<file path="config.mk">
export PLATFORM = sky130hd
export DESIGN_NAME = ascon_aead128_ctrl
export DESIGN_NICKNAME = d
export VERILOG_FILES = /design/src/rtl/ascon_aead128_ctrl.sv
export SDC_FILE = /design/constraint.sdc
export NUM_CORES = 1
export LEC_CHECK = 0
export BUFFER_PORTS_ARGS = -buffer_cell sky130_fd_sc_hd__buf_2
export CAP_MARGIN = 20
export CORE_MARGIN = 8
export CORE_UTILIZATION = 45
export CTS_BUF_LIST = sky130_fd_sc_hd__clkbuf_16
export DETAILED_ROUTE_END_ITERATION = 7
export PLACE_DENSITY = 0.76
export SETUP_SLACK_MARGIN = 0.3
export SLEW_MARGIN = 20
export SYNTH_ARGS = -nofsm -noshare
export SYNTH_HDL_FRONTEND = slang
export SYNTH_SLANG_ARGS = --single-unit
</file>
<file path="constraint.sdc">
create_clock -name clk -period 2.01 [get_ports clk]
set_clock_uncertainty 0.05 [all_clocks]
set_input_delay 0.1005 -clock clk [delete_from_list [all_inputs] [get_ports clk]]
set_output_delay 0.1005 -clock clk [all_outputs]
set_load 0.005 [all_outputs]
</file>
<file path="src/rtl/ascon_aead128_ctrl.sv">
// Control sequencer for Ascon-AEAD128: steps the datapath through init, AD absorb,
// message absorb, finalization and tag, and drives an external permutation core.
module ascon_aead128_ctrl #(
   parameter int unsigned RND_INIT = 12,
   parameter int unsigned RND_DATA = 8
) (
   input  logic       clk,
   input  logic       rst_n,
   input  logic       start,
   input  logic       decrypt,
   input  logic       ad_empty,
   input  logic       ad_valid,
   input  logic       ad_last,
   output logic       ad_ready,
   input  logic       msg_valid,
   input  logic       msg_last,
   output logic       msg_ready,
   output logic       perm_start,
   output logic [3:0] perm_rounds,
   input  logic       perm_done,
   output logic       st_load,
   output logic       st_key_lo,
   output logic       st_absorb_ad,
   output logic       st_dsep,
   output logic       st_absorb_msg,
   output logic       st_key_fin,
   output logic       tag_valid,
   output logic       busy,
   output logic       decrypt_lat,
   output logic [3:0] state_dbg
);

   // Handshake: a block transfers on a cycle where *_valid and *_ready are both 1;
   // *_ready depends on state only, and valid is ignored in every other state.

   typedef enum logic [3:0] {
      S_IDLE    = 4'd0,
      S_LOAD    = 4'd1,
      S_P_INIT  = 4'd2,
      S_KEY_LO  = 4'd3,
      S_AD      = 4'd4,
      S_P_AD    = 4'd5,
      S_DSEP    = 4'd6,
      S_MSG     = 4'd7,
      S_P_MSG   = 4'd8,
      S_KEY_FIN = 4'd9,
      S_P_FIN   = 4'd10,
      S_TAG     = 4'd11
   } state_e;

   localparam logic [3:0] RI = 4'(RND_INIT);
   localparam logic [3:0] RD = 4'(RND_DATA);

   state_e     state_q, state_d;
   logic       decrypt_q, decrypt_d;
   logic       ad_empty_q, ad_empty_d;
   logic       ad_last_q, ad_last_d;
   logic [3:0] rounds_q, rounds_d;

   always_ff @(posedge clk or negedge rst_n) begin
      if (!rst_n) begin
         state_q <= S_IDLE;
      end else begin
         state_q <= state_d;
      end
   end

   always_ff @(posedge clk or negedge rst_n) begin
      if (!rst_n) begin
         decrypt_q  <= 1'b0;
         ad_empty_q <= 1'b0;
         ad_last_q  <= 1'b0;
         rounds_q   <= 4'd0;
      end else begin
         decrypt_q  <= decrypt_d;
         ad_empty_q <= ad_empty_d;
         ad_last_q  <= ad_last_d;
         rounds_q   <= rounds_d;
      end
   end

   always_comb begin
      state_d    = state_q;
      decrypt_d  = decrypt_q;
      ad_empty_d = ad_empty_q;
      ad_last_d  = ad_last_q;
      case (state_q)
         S_IDLE: begin
            if (start) begin
               state_d    = S_LOAD;
               decrypt_d  = decrypt;
               ad_empty_d = ad_empty;
            end
         end
         S_LOAD:   state_d = S_P_INIT;
         S_P_INIT: if (perm_done) state_d = S_KEY_LO;
         S_KEY_LO: state_d = ad_empty_q ? S_DSEP : S_AD;
         S_AD: begin
            if (ad_valid) begin
               state_d   = S_P_AD;
               ad_last_d = ad_last;
            end
         end
         S_P_AD:   if (perm_done) state_d = ad_last_q ? S_DSEP : S_AD;
         S_DSEP:   state_d = S_MSG;
         S_MSG: begin
            if (msg_valid) state_d = msg_last ? S_KEY_FIN : S_P_MSG;
         end
         S_P_MSG:   if (perm_done) state_d = S_MSG;
         S_KEY_FIN: state_d = S_P_FIN;
         S_P_FIN:   if (perm_done) state_d = S_TAG;
         S_TAG:     state_d = S_IDLE;
         default:   state_d = S_IDLE;
      endcase
   end

   // perm_rounds carries the new count on the start cycle, then the held copy.
   always_comb begin
      ad_ready      = 1'b0;
      msg_ready     = 1'b0;
      perm_start    = 1'b0;
      perm_rounds   = rounds_q;
      st_load       = 1'b0;
      st_key_lo     = 1'b0;
      st_absorb_ad  = 1'b0;
      st_dsep       = 1'b0;
      st_absorb_msg = 1'b0;
      st_key_fin    = 1'b0;
      tag_valid     = 1'b0;
      case (state_q)
         S_LOAD: begin
            st_load     = 1'b1;
            perm_start  = 1'b1;
            perm_rounds = RI;
         end
         S_KEY_LO: st_key_lo = 1'b1;
         S_AD: begin
            ad_ready = 1'b1;
            if (ad_valid) begin
               st_absorb_ad = 1'b1;
               perm_start   = 1'b1;
               perm_rounds  = RD;
            end
         end
         S_DSEP: st_dsep = 1'b1;
         S_MSG: begin
            msg_ready = 1'b1;
            if (msg_valid) begin
               st_absorb_msg = 1'b1;
               if (!msg_last) begin
                  perm_start  = 1'b1;
                  perm_rounds = RD;
               end
            end
         end
         S_KEY_FIN: begin
            st_key_fin  = 1'b1;
            perm_start  = 1'b1;
            perm_rounds = RI;
         end
         S_TAG:   tag_valid = 1'b1;
         default: ;
      endcase
   end

   assign rounds_d    = perm_start ? perm_rounds : rounds_q;
   assign busy        = (state_q != S_IDLE);
   assign decrypt_lat = decrypt_q;
   assign state_dbg   = state_q;

endmodule

</file>
==> load_flow_metrics.sql <==
INSERT INTO impl_metrics (metric_group, metric, value, unit) VALUES
('outcome', 'outcome', 'finished, final reports clean', ''),
('timing', 'postLayoutSetupSlackWorst', '0.285', 'ns'),
('clocking', 'clock_tree.root_cell', 'sky130_fd_sc_hd__clkbuf_16', ''),
('setup_path', 'cp_data_arrival_time', '1.80', 'ns'),
('clocking', 'cts.sinks', '11', ''),
('clocking', 'clk_transition_reported_paths', '0.04', 'ns'),
('routing', 'dr.first_iter.drc_count', '18', ''),
('global_route', 'number_of_antenna_violations_at_the_first_check_in_global_routing', '0', ''),
('clocking', 'tritoncts', 'built', ''),
('die', 'die_x', '55.3', 'um'),
('cells_and_area', 'fin_area', '1120', 'um2'),
('min_path', 'min_to', 'ad_empty_q', ''),
('yosys', 'postSynth.asyncResetShare', '100', '%'),
('timing', 'max_freq', '0.580', 'GHz'),
('min_path', 'min_path_type', 'in2reg', ''),
('yosys', 'synth-warning-count', '0', ''),
('die', 'cell_row_count', '14', ''),
('placed_design', 'io_buffers', '29', ''),
('timing', 'fin_crit_sh', '85.8', '%'),
('pwr', 'leakage', '0.543', 'nW'),
('setup_path', 'worst_path_dominant_cell_family', 'simple AND/OR/NAND/NOR gates', ''),
('die', 'die_h', '55.3', 'um'),
('pwr', 'cellPowerDensity', '1760', 'nW/um2'),
('timing', 'timing.slew.headroom', '75.0', '%'),
('clocking', 'h-tree-depth', '1', ''),
('min_path', 'hold_path_startpoint', 'ad_empty', ''),
('cells_and_area', 'area.growth.synth_to_final', '61.1', '%'),
('timing', 'tightest_slew', '0.371', 'ns'),
('cells_and_area', 'nNetsFinal', '134', ''),
('setup_path', 'timing.reg2reg.setup_slack', '0.29', 'ns'),
('setup_path', 'path_max_fanout', '5', ''),
('placed_design', 'place_ws', '0.295', 'ns'),
('die', 'design.portCount', '30', ''),
('routing', 'detail_route.drc_violations', '0', ''),
('timing', 'layout_min_cycle_time', '1.72', 'ns'),
('routing', 'route.final.wire_length', '2460', 'um'),
('cells_and_area', 'layout.cells.non_filler', '139', ''),
('cells_and_area', 'drive_above_1_share', '53.7', '%'),
('min_path', 'timing.hold.worst_path_depth', '2', ''),
('yosys', 'synthCells', '75', ''),
('clocking', 'clock_insertion_delay_at_the_later_pin_of_the_skew_report', '0.24', 'ns'),
('setup_path', 'critPathMaxStageDelay', '0.48', 'ns'),
('yosys', 'synth_edf_count', '0', ''),
('yosys', 'synth_most_common_cell', 'sky130_fd_sc_hd__dfrtp_1', ''),
('timing', 'setup_viol', '0', ''),
('timing', 'finalSetupTns', '0', 'ns'),
('timing', 'timing.final.hold_violations', '0', ''),
('setup_path', 'critPathBufInv', '1', ''),
('routing', 'via_density', '5.76', ''),
('setup_path', 'r2r-start', 'state_dbg[2]', ''),
('global_route', 'grtUsageTotal', '13.7', '%'),
('placed_design', 'gp_routability_congestion', '0.821', ''),
('yosys', 'synth_nets', '85', ''),
('placed_design', 'placed_area', '861', 'um2'),
('die', 'floorplan.die_area', '3060', 'um2'),
('timing', 'max_transition_viols_final', '0', ''),
('timing', 'final.hold.worst_slack', '0.0442', 'ns'),
('cells_and_area', 'antennaDiodeCount', '0', ''),
('cells_and_area', 'final_core_utilization', '76.0', '%'),
('yosys', 'post_synth_num_cell_types', '29', ''),
('yosys', 'yosysSeqAreaShare', '39.6', '%'),
('routing', 'route.vias.total', '801', ''),
('yosys', 'synth.ff_latch_count', '11', ''),
('yosys', 'synth.area.top_cells', 'sky130_fd_sc_hd__dfrtp_1 40%, sky130_fd_sc_hd__nand2b_1 5.4%, sky130_fd_sc_hd__mux2_2 4.9%', ''),
('setup_path', 'r2r-end', 'state_dbg[1]', ''),
('timing', 'rsz_0062_raised_after_global_routing', 'true', ''),
('setup_path', 'path_depth', '5', ''),
('run', 'maxCapViolCount', '0', ''),
('global_route', 'grt_overflow_total', '0', ''),
('yosys', 'synth_top_cell_by_area', 'sky130_fd_sc_hd__dfrtp_1', ''),
('die', 'area_of_the_placeable_core', '1470', 'um2');
report_power, final:
| group | total, mW | internal, mW | switching (mW) |
|---|---|---|---|
| clock network | 0.359 | 0.261 | 0.0981 |
| registers | 0.406 | 0.312 | 0.0941 |
| logic | 1.21 | 0.610 | 0.598 |
| total | 1.97 | 1.18 | 0.791 |
state kept, by name, summed over array words and instances, names as in the netlist:
register and cells:
state_dbg 4, rounds_q 4, ad_empty_q 1, decrypt_lat 1
ad_last_q 1
cell type report:
class | count | area, um2
clock inverters | 1 | 3.75
repair buffers | 48 | 298
well taps | 16 | 20.0
clock buffers | 3 | 75.1
inverters | 2 | 7.51
multi-input cells | 58 | 435
flip-flops and latches | 11 | 279
fillers | 96 | 353
cell families (layout without fill, tap and decap cells):
group	Yosys count	in the layout	share of synthesized area, %
compound gates	16	17	19.6
mux	3	3	4.86
flops	11	11	39.6
simple gates	38	38	30.6
buf+inv	7	54	5.23
timing repair:
action | 4_1_cts | 5_1_grt
endpoints found under the setup margin | 5 | 6
setup buffers | 7 | 7
hold buffers | 1 | 0
pin swaps | 1 | 9
cloned | 1 | 0
gates resized for setup | 9 | 7
hold endpoints to repair | 11 | 0
worst reg2reg max path: stages (launching register included):
cell                        delay (ns)
sky130_fd_sc_hd__dfrtp_2          0.45
sky130_fd_sc_hd__buf_4            0.17
sky130_fd_sc_hd__or4_4            0.48
sky130_fd_sc_hd__a21oi_2          0.16
sky130_fd_sc_hd__nor3_2           0.06
sky130_fd_sc_hd__a2bb2oi_1        0.24
how the worst max path moves through the flow:
stage / slack [ns] / endpoint / from
detailed placement: 0.29 / perm_rounds[0] / state_dbg[2]
floorplan: 0.47 / state_dbg[0] / state_dbg[0]
global placement: 0.33 / state_dbg[0] / state_dbg[1]
finish: 0.29 / state_dbg[1] / state_dbg[2]
CTS: 0.31 / perm_rounds[0] / state_dbg[0]
global route: 0.24 / perm_rounds[0] / state_dbg[2]
cells in the final DEF, fill, tap and decap left out, drive strengths merged:
cell type / Yosys / layout
buf: 3 / 47
dfrtp: 11 / 11
nor2: 6 / 6
nand2b: 6 / 6
and2: 5 / 5
nor3: 5 / 5
nand2: 5 / 5
inv: 2 / 3
o32a: 2 / 3
mux2: 3 / 3
clkbuf: 2 / 3
nor2b: 3 / 3
a21oi: 3 / 3
o2bb2ai: 2 / 2
o22ai: 2 / 2
nand3: 2 / 2
a22oi: 2 / 2
nor3b: 1 / 1
and3: 1 / 1
nand4: 1 / 1
o21ai: 1 / 1
o31ai: 1 / 1
nor4: 1 / 1
a2111oi: 1 / 1
or4: 1 / 1
nand4b: 1 / 1
a2bb2oi: 1 / 1
a21boi: 1 / 1
dlygate4sd3: 0 / 1
per-layer routing:
metal | up-vias | GRT usage [%] | part of all wire (%) | wire length [um]
met5 | - | 0 | 0 | 0
met2 | 55 | 22.4 | 49 | 1210
met1 | 362 | 14.2 | 37 | 902
li1 | 369 | - | - | -
met4 | 0 | 8.10 | 4.4 | 108
met3 | 15 | 5.71 | 9.8 | 241
No activity file was read; power rests on OpenSTA's default activity.
